File: config.mk
export PLATFORM = sky130hd
export DESIGN_NAME = rom_arbiter_n
export DESIGN_NICKNAME = d
export VERILOG_FILES = /design/src/rtl/rom_arb_pkg.sv /design/src/rtl/tag_fifo.sv /design/src/rtl/rom_arbiter_n.sv
export SDC_FILE = /design/constraint.sdc
export NUM_CORES = 1
export LEC_CHECK = 0
export CAP_MARGIN = 25
export CORE_ASPECT_RATIO = 0.8
export CORE_MARGIN = 1
export CORE_UTILIZATION = 40
export CTS_CLUSTER_SIZE = 28
export DETAILED_ROUTE_END_ITERATION = 6
export PLACE_DENSITY = 0.77
export SYNTH_ARGS = -nofsm -noshare
export SYNTH_HDL_FRONTEND = slang
export SYNTH_SLANG_ARGS = --single-unit
File: constraint.sdc
create_clock -name clk -period 6.7 [get_ports clk]
set_input_delay 1.34 -clock clk [delete_from_list [all_inputs] [get_ports clk]]
set_output_delay 1.34 -clock clk [all_outputs]
set_load 0.05 [all_outputs]
File: src/rtl/rom_arb_pkg.sv
// Shared types and helpers for the N-channel ROM read arbiter.
package rom_arb_pkg;

    typedef enum logic [1:0] {
        IDLE = 2'd0,
        RD   = 2'd1,
        WR   = 2'd2
    } arb_state_e;

    // Returned by the grant pick when no channel is requesting.
    localparam int NONE = -1;

    // Width of a channel id; never below one bit so two-channel builds still work.
    function automatic int id_w(input int n);
        return (n <= 2) ? 1 : $clog2(n);
    endfunction

endpackage

File: src/rtl/tag_fifo.sv
// Small FIFO holding the channel id of every read that is acked but not yet returned.
module tag_fifo #(
    parameter int DEPTH = 2,
    parameter int WIDTH = 2
) (
    input  logic             clk,
    input  logic             rst,
    input  logic             push,
    input  logic             pop,
    input  logic [WIDTH-1:0] din,
    output logic [WIDTH-1:0] dout,
    output logic             full,
    output logic             empty
);

    localparam int PW = (DEPTH > 1) ? $clog2(DEPTH) : 1;
    localparam int CW = $clog2(DEPTH + 1);

    logic [WIDTH-1:0] mem_q [DEPTH];
    logic [PW-1:0]    wr_ptr_q, wr_ptr_d;
    logic [PW-1:0]    rd_ptr_q, rd_ptr_d;
    logic [CW-1:0]    cnt_q, cnt_d;
    logic             do_push, do_pop;

    function automatic logic [PW-1:0] inc(input logic [PW-1:0] p);
        return (int'(p) == DEPTH - 1) ? '0 : p + 1'b1;
    endfunction

    assign full    = (cnt_q == CW'(DEPTH));
    assign empty   = (cnt_q == '0);
    assign do_pop  = pop && !empty;
    assign do_push = push && (!full || do_pop);
    assign dout    = mem_q[rd_ptr_q];

    always_comb begin
        wr_ptr_d = wr_ptr_q;
        rd_ptr_d = rd_ptr_q;
        cnt_d    = cnt_q;
        if (do_push) wr_ptr_d = inc(wr_ptr_q);
        if (do_pop)  rd_ptr_d = inc(rd_ptr_q);
        if (do_push && !do_pop)      cnt_d = cnt_q + 1'b1;
        else if (do_pop && !do_push) cnt_d = cnt_q - 1'b1;
    end

    always_ff @(posedge clk or posedge rst) begin
        if (rst) begin
            wr_ptr_q <= '0;
            rd_ptr_q <= '0;
            cnt_q    <= '0;
        end else begin
            wr_ptr_q <= wr_ptr_d;
            rd_ptr_q <= rd_ptr_d;
            cnt_q    <= cnt_d;
        end
    end

    // Tag storage carries no reset: the count alone decides what is valid.
    always_ff @(posedge clk) begin
        if (do_push) mem_q[wr_ptr_q] <= din;
    end

endmodule

File: src/rtl/rom_arbiter_n.sv
// N-channel ROM read arbiter onto one SDRAM port, with pipelined read tags and
// IOCTL byte-to-word packing for downloads.
module rom_arbiter_n
    import rom_arb_pkg::*;
#(
    parameter int NUM_CH     = 4,
    parameter int ADDR_W     = 23,
    parameter int DATA_W     = 32,
    parameter int RR_MODE    = 0,
    parameter int PEND_DEPTH = 2,
    parameter int DL_INDEX   = 0
) (
    input  logic                     clk,
    input  logic                     reset,
    input  logic [NUM_CH-1:0]        ch_req,
    input  logic [NUM_CH*ADDR_W-1:0] ch_addr,
    output logic [NUM_CH-1:0]        ch_ack,
    output logic [NUM_CH-1:0]        ch_valid,
    output logic [DATA_W-1:0]        ch_data,
    input  logic [24:0]              ioctl_addr,
    input  logic [7:0]               ioctl_data,
    input  logic [15:0]              ioctl_index,
    input  logic                     ioctl_wr,
    input  logic                     ioctl_download,
    output logic [ADDR_W-1:0]        sdram_addr,
    output logic [31:0]              sdram_data,
    output logic                     sdram_we,
    output logic                     sdram_req,
    input  logic                     sdram_ack,
    input  logic                     sdram_valid,
    input  logic [31:0]              sdram_q,
    output logic                     err_orphan
);

    localparam int IDW = id_w(NUM_CH);

    arb_state_e        state_q, state_d;
    logic [IDW-1:0]    grant_q, grant_d;
    logic [IDW-1:0]    rr_ptr_q, rr_ptr_d;
    logic              req_q, req_d;
    logic              we_q, we_d;
    logic [ADDR_W-1:0] addr_q, addr_d;
    logic [31:0]       wdata_q, wdata_d;
    logic [23:0]       lane_q, lane_d;
    logic              wr_pend_q, wr_pend_d;
    logic              err_q, err_d;
    logic [31:0]       wr_word_q, wr_word_d;
    logic [ADDR_W-1:0] wr_addr_q, wr_addr_d;

    logic              fifo_push, fifo_full, fifo_empty;
    logic [IDW-1:0]    fifo_dout;
    logic              dl_active, dl_wr, dl_last;
    logic [31:0]       word_now;
    logic [ADDR_W-1:0] dl_waddr;
    int                pick_sel;
    logic [IDW-1:0]    pick_id;

    // First requesting channel scanning upward from the base, wrapping.
    function automatic int pick(input logic [NUM_CH-1:0] req, input logic [IDW-1:0] ptr);
        int base;
        int idx;
        int sel;
        base = (RR_MODE != 0) ? int'(ptr) : 0;
        sel  = NONE;
        for (int k = 0; k < NUM_CH; k++) begin
            idx = (base + k) % NUM_CH;
            if (sel == NONE && req[idx]) sel = idx;
        end
        return sel;
    endfunction

    assign pick_sel  = pick(ch_req, rr_ptr_q);
    assign pick_id   = IDW'(pick_sel);
    assign dl_active = ioctl_download && (ioctl_index == 16'(DL_INDEX));
    assign dl_wr     = dl_active && ioctl_wr;
    assign dl_last   = dl_wr && (ioctl_addr[1:0] == 2'd3);
    assign word_now  = {ioctl_data, lane_q};
    assign dl_waddr  = ADDR_W'(ioctl_addr[24:2]);

    always_comb begin
        lane_d = lane_q;
        if (dl_wr) begin
            case (ioctl_addr[1:0])
                2'd0:    lane_d[7:0]   = ioctl_data;
                2'd1:    lane_d[15:8]  = ioctl_data;
                2'd2:    lane_d[23:16] = ioctl_data;
                default: lane_d        = lane_q;
            endcase
        end
    end

    always_comb begin
        state_d   = state_q;
        grant_d   = grant_q;
        rr_ptr_d  = rr_ptr_q;
        req_d     = req_q;
        we_d      = we_q;
        addr_d    = addr_q;
        wdata_d   = wdata_q;
        wr_pend_d = wr_pend_q;
        wr_word_d = wr_word_q;
        wr_addr_d = wr_addr_q;
        fifo_push = 1'b0;
        unique case (state_q)
            IDLE: begin
                // Download writes win over reads; a word completed while busy waits here.
                if (dl_last || wr_pend_q) begin
                    state_d   = WR;
                    req_d     = 1'b1;
                    we_d      = 1'b1;
                    addr_d    = dl_last ? dl_waddr : wr_addr_q;
                    wdata_d   = dl_last ? word_now : wr_word_q;
                    wr_pend_d = 1'b0;
                end else if (!ioctl_download && (|ch_req) && !fifo_full) begin
                    state_d = RD;
                    grant_d = pick_id;
                    req_d   = 1'b1;
                    we_d    = 1'b0;
                    addr_d  = ch_addr[int'(pick_id)*ADDR_W +: ADDR_W];
                end
            end
            RD: begin
                if (sdram_ack) begin
                    state_d   = IDLE;
                    req_d     = 1'b0;
                    fifo_push = 1'b1;
                    rr_ptr_d  = (int'(grant_q) == NUM_CH - 1) ? '0 : grant_q + 1'b1;
                end
            end
            WR: begin
                if (sdram_ack) begin
                    state_d = IDLE;
                    req_d   = 1'b0;
                    we_d    = 1'b0;
                end
            end
            default: state_d = IDLE;
        endcase
        if (dl_last && state_q != IDLE) begin
            wr_pend_d = 1'b1;
            wr_word_d = word_now;
            wr_addr_d = dl_waddr;
        end
    end

    assign err_d = err_q || (sdram_valid && fifo_empty);

    always_ff @(posedge clk or posedge reset) begin
        if (reset) begin
            state_q   <= IDLE;
            grant_q   <= '0;
            rr_ptr_q  <= '0;
            req_q     <= 1'b0;
            we_q      <= 1'b0;
            addr_q    <= '0;
            wdata_q   <= '0;
            lane_q    <= '0;
            wr_pend_q <= 1'b0;
            err_q     <= 1'b0;
        end else begin
            state_q   <= state_d;
            grant_q   <= grant_d;
            rr_ptr_q  <= rr_ptr_d;
            req_q     <= req_d;
            we_q      <= we_d;
            addr_q    <= addr_d;
            wdata_q   <= wdata_d;
            lane_q    <= lane_d;
            wr_pend_q <= wr_pend_d;
            err_q     <= err_d;
        end
    end

    always_ff @(posedge clk) begin
        wr_word_q <= wr_word_d;
        wr_addr_q <= wr_addr_d;
    end

    tag_fifo #(
        .DEPTH (PEND_DEPTH),
        .WIDTH (IDW)
    ) u_tag_fifo (
        .clk   (clk),
        .rst   (reset),
        .push  (fifo_push),
        .pop   (sdram_valid),
        .din   (grant_q),
        .dout  (fifo_dout),
        .full  (fifo_full),
        .empty (fifo_empty)
    );

    assign ch_ack     = (state_q == RD && sdram_ack) ? (NUM_CH'(1) << grant_q) : '0;
    assign ch_valid   = (sdram_valid && !fifo_empty) ? (NUM_CH'(1) << fifo_dout) : '0;
    assign ch_data    = sdram_q;
    assign sdram_addr = addr_q;
    assign sdram_data = wdata_q;
    assign sdram_we   = we_q;
    assign sdram_req  = req_q;
    assign err_orphan = err_q;

endmodule

==> impl_metrics.toml, run 1 <==
[status]
status = "completed"

[routing]
drc = 0
wl_mm = 19.2
ant_nets = 0
drt-initial-drc-count = 295
wl_per_cell_um = 19.6
num_vias = 5136
drtPass1Iterations = 4
vias_per_cell = 5.22

[cells_and_area]
drive_gt1_share_pct = 24.8
area_growth_pct = 36.9
seqCellArea_um2 = 4050
n_antenna_cell = 0
multi_input_area_um2 = 2940
finalInstanceArea_um2 = 10200
fin_cells = 984
fillCellCount = 1503
layout.nets = 928

[logic_synthesis]
ys_seq_area_share_pct = 54.5
synthTopCellsByArea = "dfrtp_1 31%, edfxtp_1 24%, mux2_2 16%"
netlist-cell-type-count = 42
synth_top_area_share_pct = 30.6
async_flop_share_pct = 60.7
synth-edff-count = 59
ys_seq_elements = 150
synth_nets = 747
yosys.area.top_type = "dfrtp_1"
synth_area_um2 = 7430
synthFlopType = "dfrtp_1"
syn_inst = 560
syn_avg_cell_area_um2 = 13.3
synth_warnings = 0

[sta]
skew_ps = 10.1
setup-tns-final_ps = 0
rsz0062_at_grt = "no"
period_share_pct = 65.5
fin_ws_ps = 2310
worst_slew_pin_slew_ps = 1030
worst_slew_margin_rel_pct = 31.3
final-setup-viol-count = 0
finalMaxSlewViolations = 0
hold_violations = 0
fin_crit_ps = 4390
fmax_mhz = 228

[clock_tree]
clk_pin_slew_ps = 60
postCtsSetupBuffers = 0
clk_path_buf_depth = 2
cts_buffers = 17
h-tree-depth = 4
cts_sinks = 150
cts_tree = "built"
clock_latency_ps = 420
cts_hold_buf = 0
root_buffer = "clkbuf_16"
cts-resized-gates = 0

[min_path]
min_to = "wr_word_q[13]"
hp-class = "flip-flop to flip-flop"
worst_hold_startpoint = "lane_q[13]"
min_path_cells = 0

[place]
gp_congestion = 0.804
portBuffers = 216
place_ws_ps = 2290
place_inst = 950
place_area_um2 = 9540
place_hpwl_mm = 13.4

[critical_path]
r2r_start = "wr_pend_q"
worst_r2r_endpoint = "sdram_addr[1]"
path_max_fanout = 5
critPathLaunchType = "input port"
worstSetupPathType = "input port to output pin"
worstSetupEndpointType = "output pin"
r2r_slack_ps = 4320
reg2reg_depth = 5
arrival_ps = 3050
required_ps = 5360

[pwr]
p_leak_nw = 4.00
switching_share_pct = 32.8
p_sw_uw = 982
p_clk_share_pct = 32.6
p_per_area_nw_per_um2 = 294
seqPwrFrac_pct = 37.9
peakVddDrop_mv = 0.227
p_int_mw = 2.01
comb_power_share_pct = 29.5
total_power_mw = 2.99

[die]
core_um2 = 18200
io_pins = 281
start_util_pct = 40.9
dieWidth_um = 154
die-area_um2 = 19100
core.rowCount = 44
die_h_um = 124

[global_route]
antenna_found_initial = 0
grt_pass1_vias = 5227
overflow = 0
grt_max_degree = 68
gr-usage-all-layers_pct = 20.7
grt_pass1_wl_mm = 29.7

[flow_run]
maxCapViolations = 0
[stage by stage]
step | util [%] | hold slack [ps]
2_1_floorplan | - | 437
3_3_place_gp | 52.5 | 447
3_5_place_dp | 52.5 | 454
4_1_cts | 55.8 | 471
5_1_grt | 56.0 | 487
6_report | 56.0 | 469
[sequential cells by signal, summed over array words and instances (netlist names)]
signal,cells
u_tag_fifo.mem_q,4
sdram_we,1
sdram_addr,23
err_orphan,1
wr_addr_q,23
u_tag_fifo.rd_ptr_q,1
state_q,2
wr_word_q,32
sdram_req,1
grant_q,2
wr_pend_q,1
lane_q,24
u_tag_fifo.cnt_q,2
sdram_data,32
u_tag_fifo.wr_ptr_q,1
[worst max-delay path, cell delays in order]
cell and delay (ps):
clkdlybuf4s50_1 560, nand2_1 140, nor3_1 180, clkdlybuf4s50_1 830
[power by group through the flow]
stage                     clock network (mW)  logic, mW  registers [mW]
after CTS                              0.998      0.886            1.13
after detailed placement                   0      0.882            1.15
final                                  0.978      0.882            1.13
after global placement                     0      0.875            1.15
after global routing                    1.03      0.937            1.15
after floorplan                            0      0.353            1.39
[worst max path at each step]
| stage | startpoint | endpoint | slack (ps) | cells past startpoint |
|---|---|---|---|---|
| floorplan | ioctl_index[1] | wr_addr_q[0] | 1330 | 3 |
| global placement | sdram_ack | ch_ack[2] | 2290 | 4 |
| detailed placement | sdram_ack | ch_ack[2] | 2290 | 4 |
| CTS | sdram_ack | ch_ack[2] | 2280 | 4 |
| global route | sdram_valid | ch_valid[3] | 2190 | 4 |
| finish | sdram_ack | ch_ack[2] | 2310 | 4 |
[Yosys cell counts, types with 5 or more instances]
| master | count |
|---|---|
| inv_1 | 10 |
| o32ai_1 | 22 |
| nand2_1 | 9 |
| a211oi_1 | 23 |
| mux2_2 | 107 |
| edfxtp_1 | 59 |
| nor3_1 | 28 |
| buf_4 | 35 |
| mux2_4 | 29 |
| nor2_1 | 35 |
| nor2b_1 | 27 |
| clkbuf_1 | 12 |
| nor4_1 | 7 |
| buf_2 | 7 |
| nand3_1 | 5 |
| buf_6 | 6 |
| dfrtp_1 | 91 |
| a21oi_1 | 7 |
[per-layer routing]
layer | global-route usage, % | share of wire [%] | vias to the layer above
met5 | 0 | 0 | -
li1 | - | - | 2407
met1 | 27.0 | 45 | 2515
met4 | 7.24 | 2.2 | 0
met3 | 5.22 | 5.9 | 43
met2 | 33.7 | 47 | 171
[kinds of logic after synthesis]
family | synth area share, %
compound gates | 6.68
flops | 54.5
fa+ha+maj | 0.674
xor+xnor | 0.589
mux | 22.1
buf+inv | 6.20
simple gates | 9.29
[cell type report]
| cell class | count | share of cell area [%] |
|---|---|---|
| Tap cell | 230 | 2.83 |
| Sequential cell | 150 | 39.8 |
| Inverter | 11 | 0.431 |
| Multi-Input combinational cell | 337 | 28.9 |
| Clock buffer | 20 | 4.59 |
| Clock inverter | 12 | 1.33 |
| Timing Repair Buffer | 224 | 22.1 |
[placed cells by master, fill, tap and decap left out, types with 22 or more instances in the layout]
cell and count:
clkdlybuf4s50_1 215, mux2_2 107, nor2_1 35, nor2b_1 27, a211oi_1 23, o32ai_1 22
mux2_4 29, dfrtp_1 91, edfxtp_1 59, nor3_1 28
Note: power is estimated with default switching activity, not from simulation.
==> inputs of run 2 (changes only) <==
--- a/config.mk
+++ b/config.mk
@@ -8,10 +8,10 @@
 export CAP_MARGIN = 25
 export CORE_ASPECT_RATIO = 0.8
 export CORE_MARGIN = 1
-export CORE_UTILIZATION = 40
+export CORE_UTILIZATION = 45
 export CTS_CLUSTER_SIZE = 28
 export DETAILED_ROUTE_END_ITERATION = 6
-export PLACE_DENSITY = 0.77
+export PLACE_DENSITY = 0.81
 export SYNTH_ARGS = -nofsm -noshare
 export SYNTH_HDL_FRONTEND = slang
 export SYNTH_SLANG_ARGS = --single-unit
==> constraint.sdc (replaced) <==
create_clock -name clk -period 4.3 [get_ports clk]
set_input_delay 0.86 -clock clk [delete_from_list [all_inputs] [get_ports clk]]
set_output_delay 0.86 -clock clk [all_outputs]
set_load 0.05 [all_outputs]
==> impl_metrics.toml, run 2 (synthesis gave the netlist of run 1 again) <==
[critical_path]
critPathLaunchType = "input port"
path_max_fanout = 5
path_cells = "clkdlybuf4s50_1 -> nand2_1 -> nor3_1 -> clkdlybuf4s50_1"
required_ps = 3440
cp_num_buf_inv = 2
crit_top_cell = "clkdlybuf4s50_1"
worstSetupPathType = "input port to output pin"
cpMaxStageDelayCell = "clkdlybuf4s50_1"
cp.depth = 4
crit_family = "buffers and inverters"
critPathMaxStageDelay_ps = 840
arrival_ps = 2600
reg2reg_depth = 6
worstSetupEndpointType = "output pin"

[global_route]
grt_pass1_vias = 5658
gr-usage-all-layers_pct = 23.2
overflow = 0
grt_pass1_wl_mm = 30.0
antenna_found_initial = 1
grt_max_degree = 67

[clock_tree]
cts_hold_buf = 0
cts-resized-gates = 0
cts_tree = "built"
cts_sinks = 150
h-tree-depth = 4
clk_path_buf_depth = 2
clk_pin_slew_ps = 50
cts_buffers = 17
clock_latency_ps = 420
postCtsSetupBuffers = 0
root_buffer = "clkbuf_16"

[sta]
final-setup-viol-count = 0
fin_crit_ps = 3460
setup-tns-final_ps = 0
worst_slew_pin_slew_ps = 1020
holdWs_ps = 456
fmax_mhz = 289
period_share_pct = 80.4
rsz0062_at_grt = "no"
hold_violations = 0
skew_ps = 16.2
fin_ws_ps = 843
worst_slew_margin_rel_pct = 32.0
finalMaxSlewViolations = 0

[cells_and_area]
final_common_cell = "clkdlybuf4s50_1"
layout_common_cells = "216 x clkdlybuf4s50_1, 107 x mux2_2, 91 x dfrtp_1"
drive_gt1_share_pct = 24.4
area_growth_pct = 36.2
layout.nets = 929
utilization_pct = 63.4

[die]
io_pins = 281
core.rowCount = 41
die-area_um2 = 17000
start_util_pct = 46.6
die_h_um = 117
core_um2 = 16000
dieWidth_um = 146

[place]
portBuffers = 216
place_ws_ps = 702
place_hpwl_mm = 13.9
gp_congestion = 0.818

[routing]
drt-initial-drc-count = 315
vias_per_cell = 5.46
drc = 0
ant_nets = 0
wl_per_cell_um = 19.8
wl_mm = 19.2
num_vias = 5298
drtPass1Iterations = 6

[flow_run]
maxCapViolations = 0

[status]
status = "completed"

[min_path]
min_path_cells = 1
hp-class = "flip-flop to flip-flop"

[pwr]
p_leak_nw = 3.96
p_per_area_nw_per_um2 = 447
peakVddDrop_mv = 0.409
[run 2: path summary, 6_finish.rpt]
| kind | start | endpoint | slack [ps] |
|---|---|---|---|
| min reg2reg | err_orphan | err_orphan | 460 |
| max | sdram_ack | ch_ack[0] | 840 |
| max reg2reg | wr_pend_q | sdram_addr[3] | 1540 |
| max in group asynchronous | reset | lane_q[7] | 2550 |
| min | err_orphan | err_orphan | 460 |
| min in group asynchronous | reset | sdram_addr[14] | 970 |
[run 2: power by group]
part / switching (mW) / leakage, nW / internal, mW
logic: 0.806 / 2.07 / 0.577
clock network: 0.575 / 0.256 / 0.784
registers: 0.128 / 1.64 / 1.65
[run 2: layout make-up]
class	count	area (um^2)
fillers	1174	5840
repair buffers	225	2260
clock inverters	10	73.8
well taps	215	269
clock buffers	22	474
inverters	11	43.8
flip-flops and latches	150	4050
diodes	1	2.50
multi-input cells	337	2940
[run 2: routing by layer]
metal	vias up	wire (um)	global-route usage, %
met5	-	0	0
met4	0	739	13.8
met3	74	973	4.53
met2	196	9680	39.9
met1	2615	7810	27.6
li1	2413	-	-
[run 2: worst reg2reg max path: stages (launching register included)]
cell      delay [ps]
dfrtp_1          620
buf_16           290
or3_1            670
a211oi_1         440
nor3_1           110
mux2_2           270
mux2_2           260
[run 2: through the flow]
step	std cells	area [um^2]	power, mW
after floorplan	560	7450	2.72
after global placement	937	9540	3.14
after detailed placement	938	9570	3.19
after CTS	970	10100	4.56
after global routing	971	10100	4.70
final	971	10100	4.52
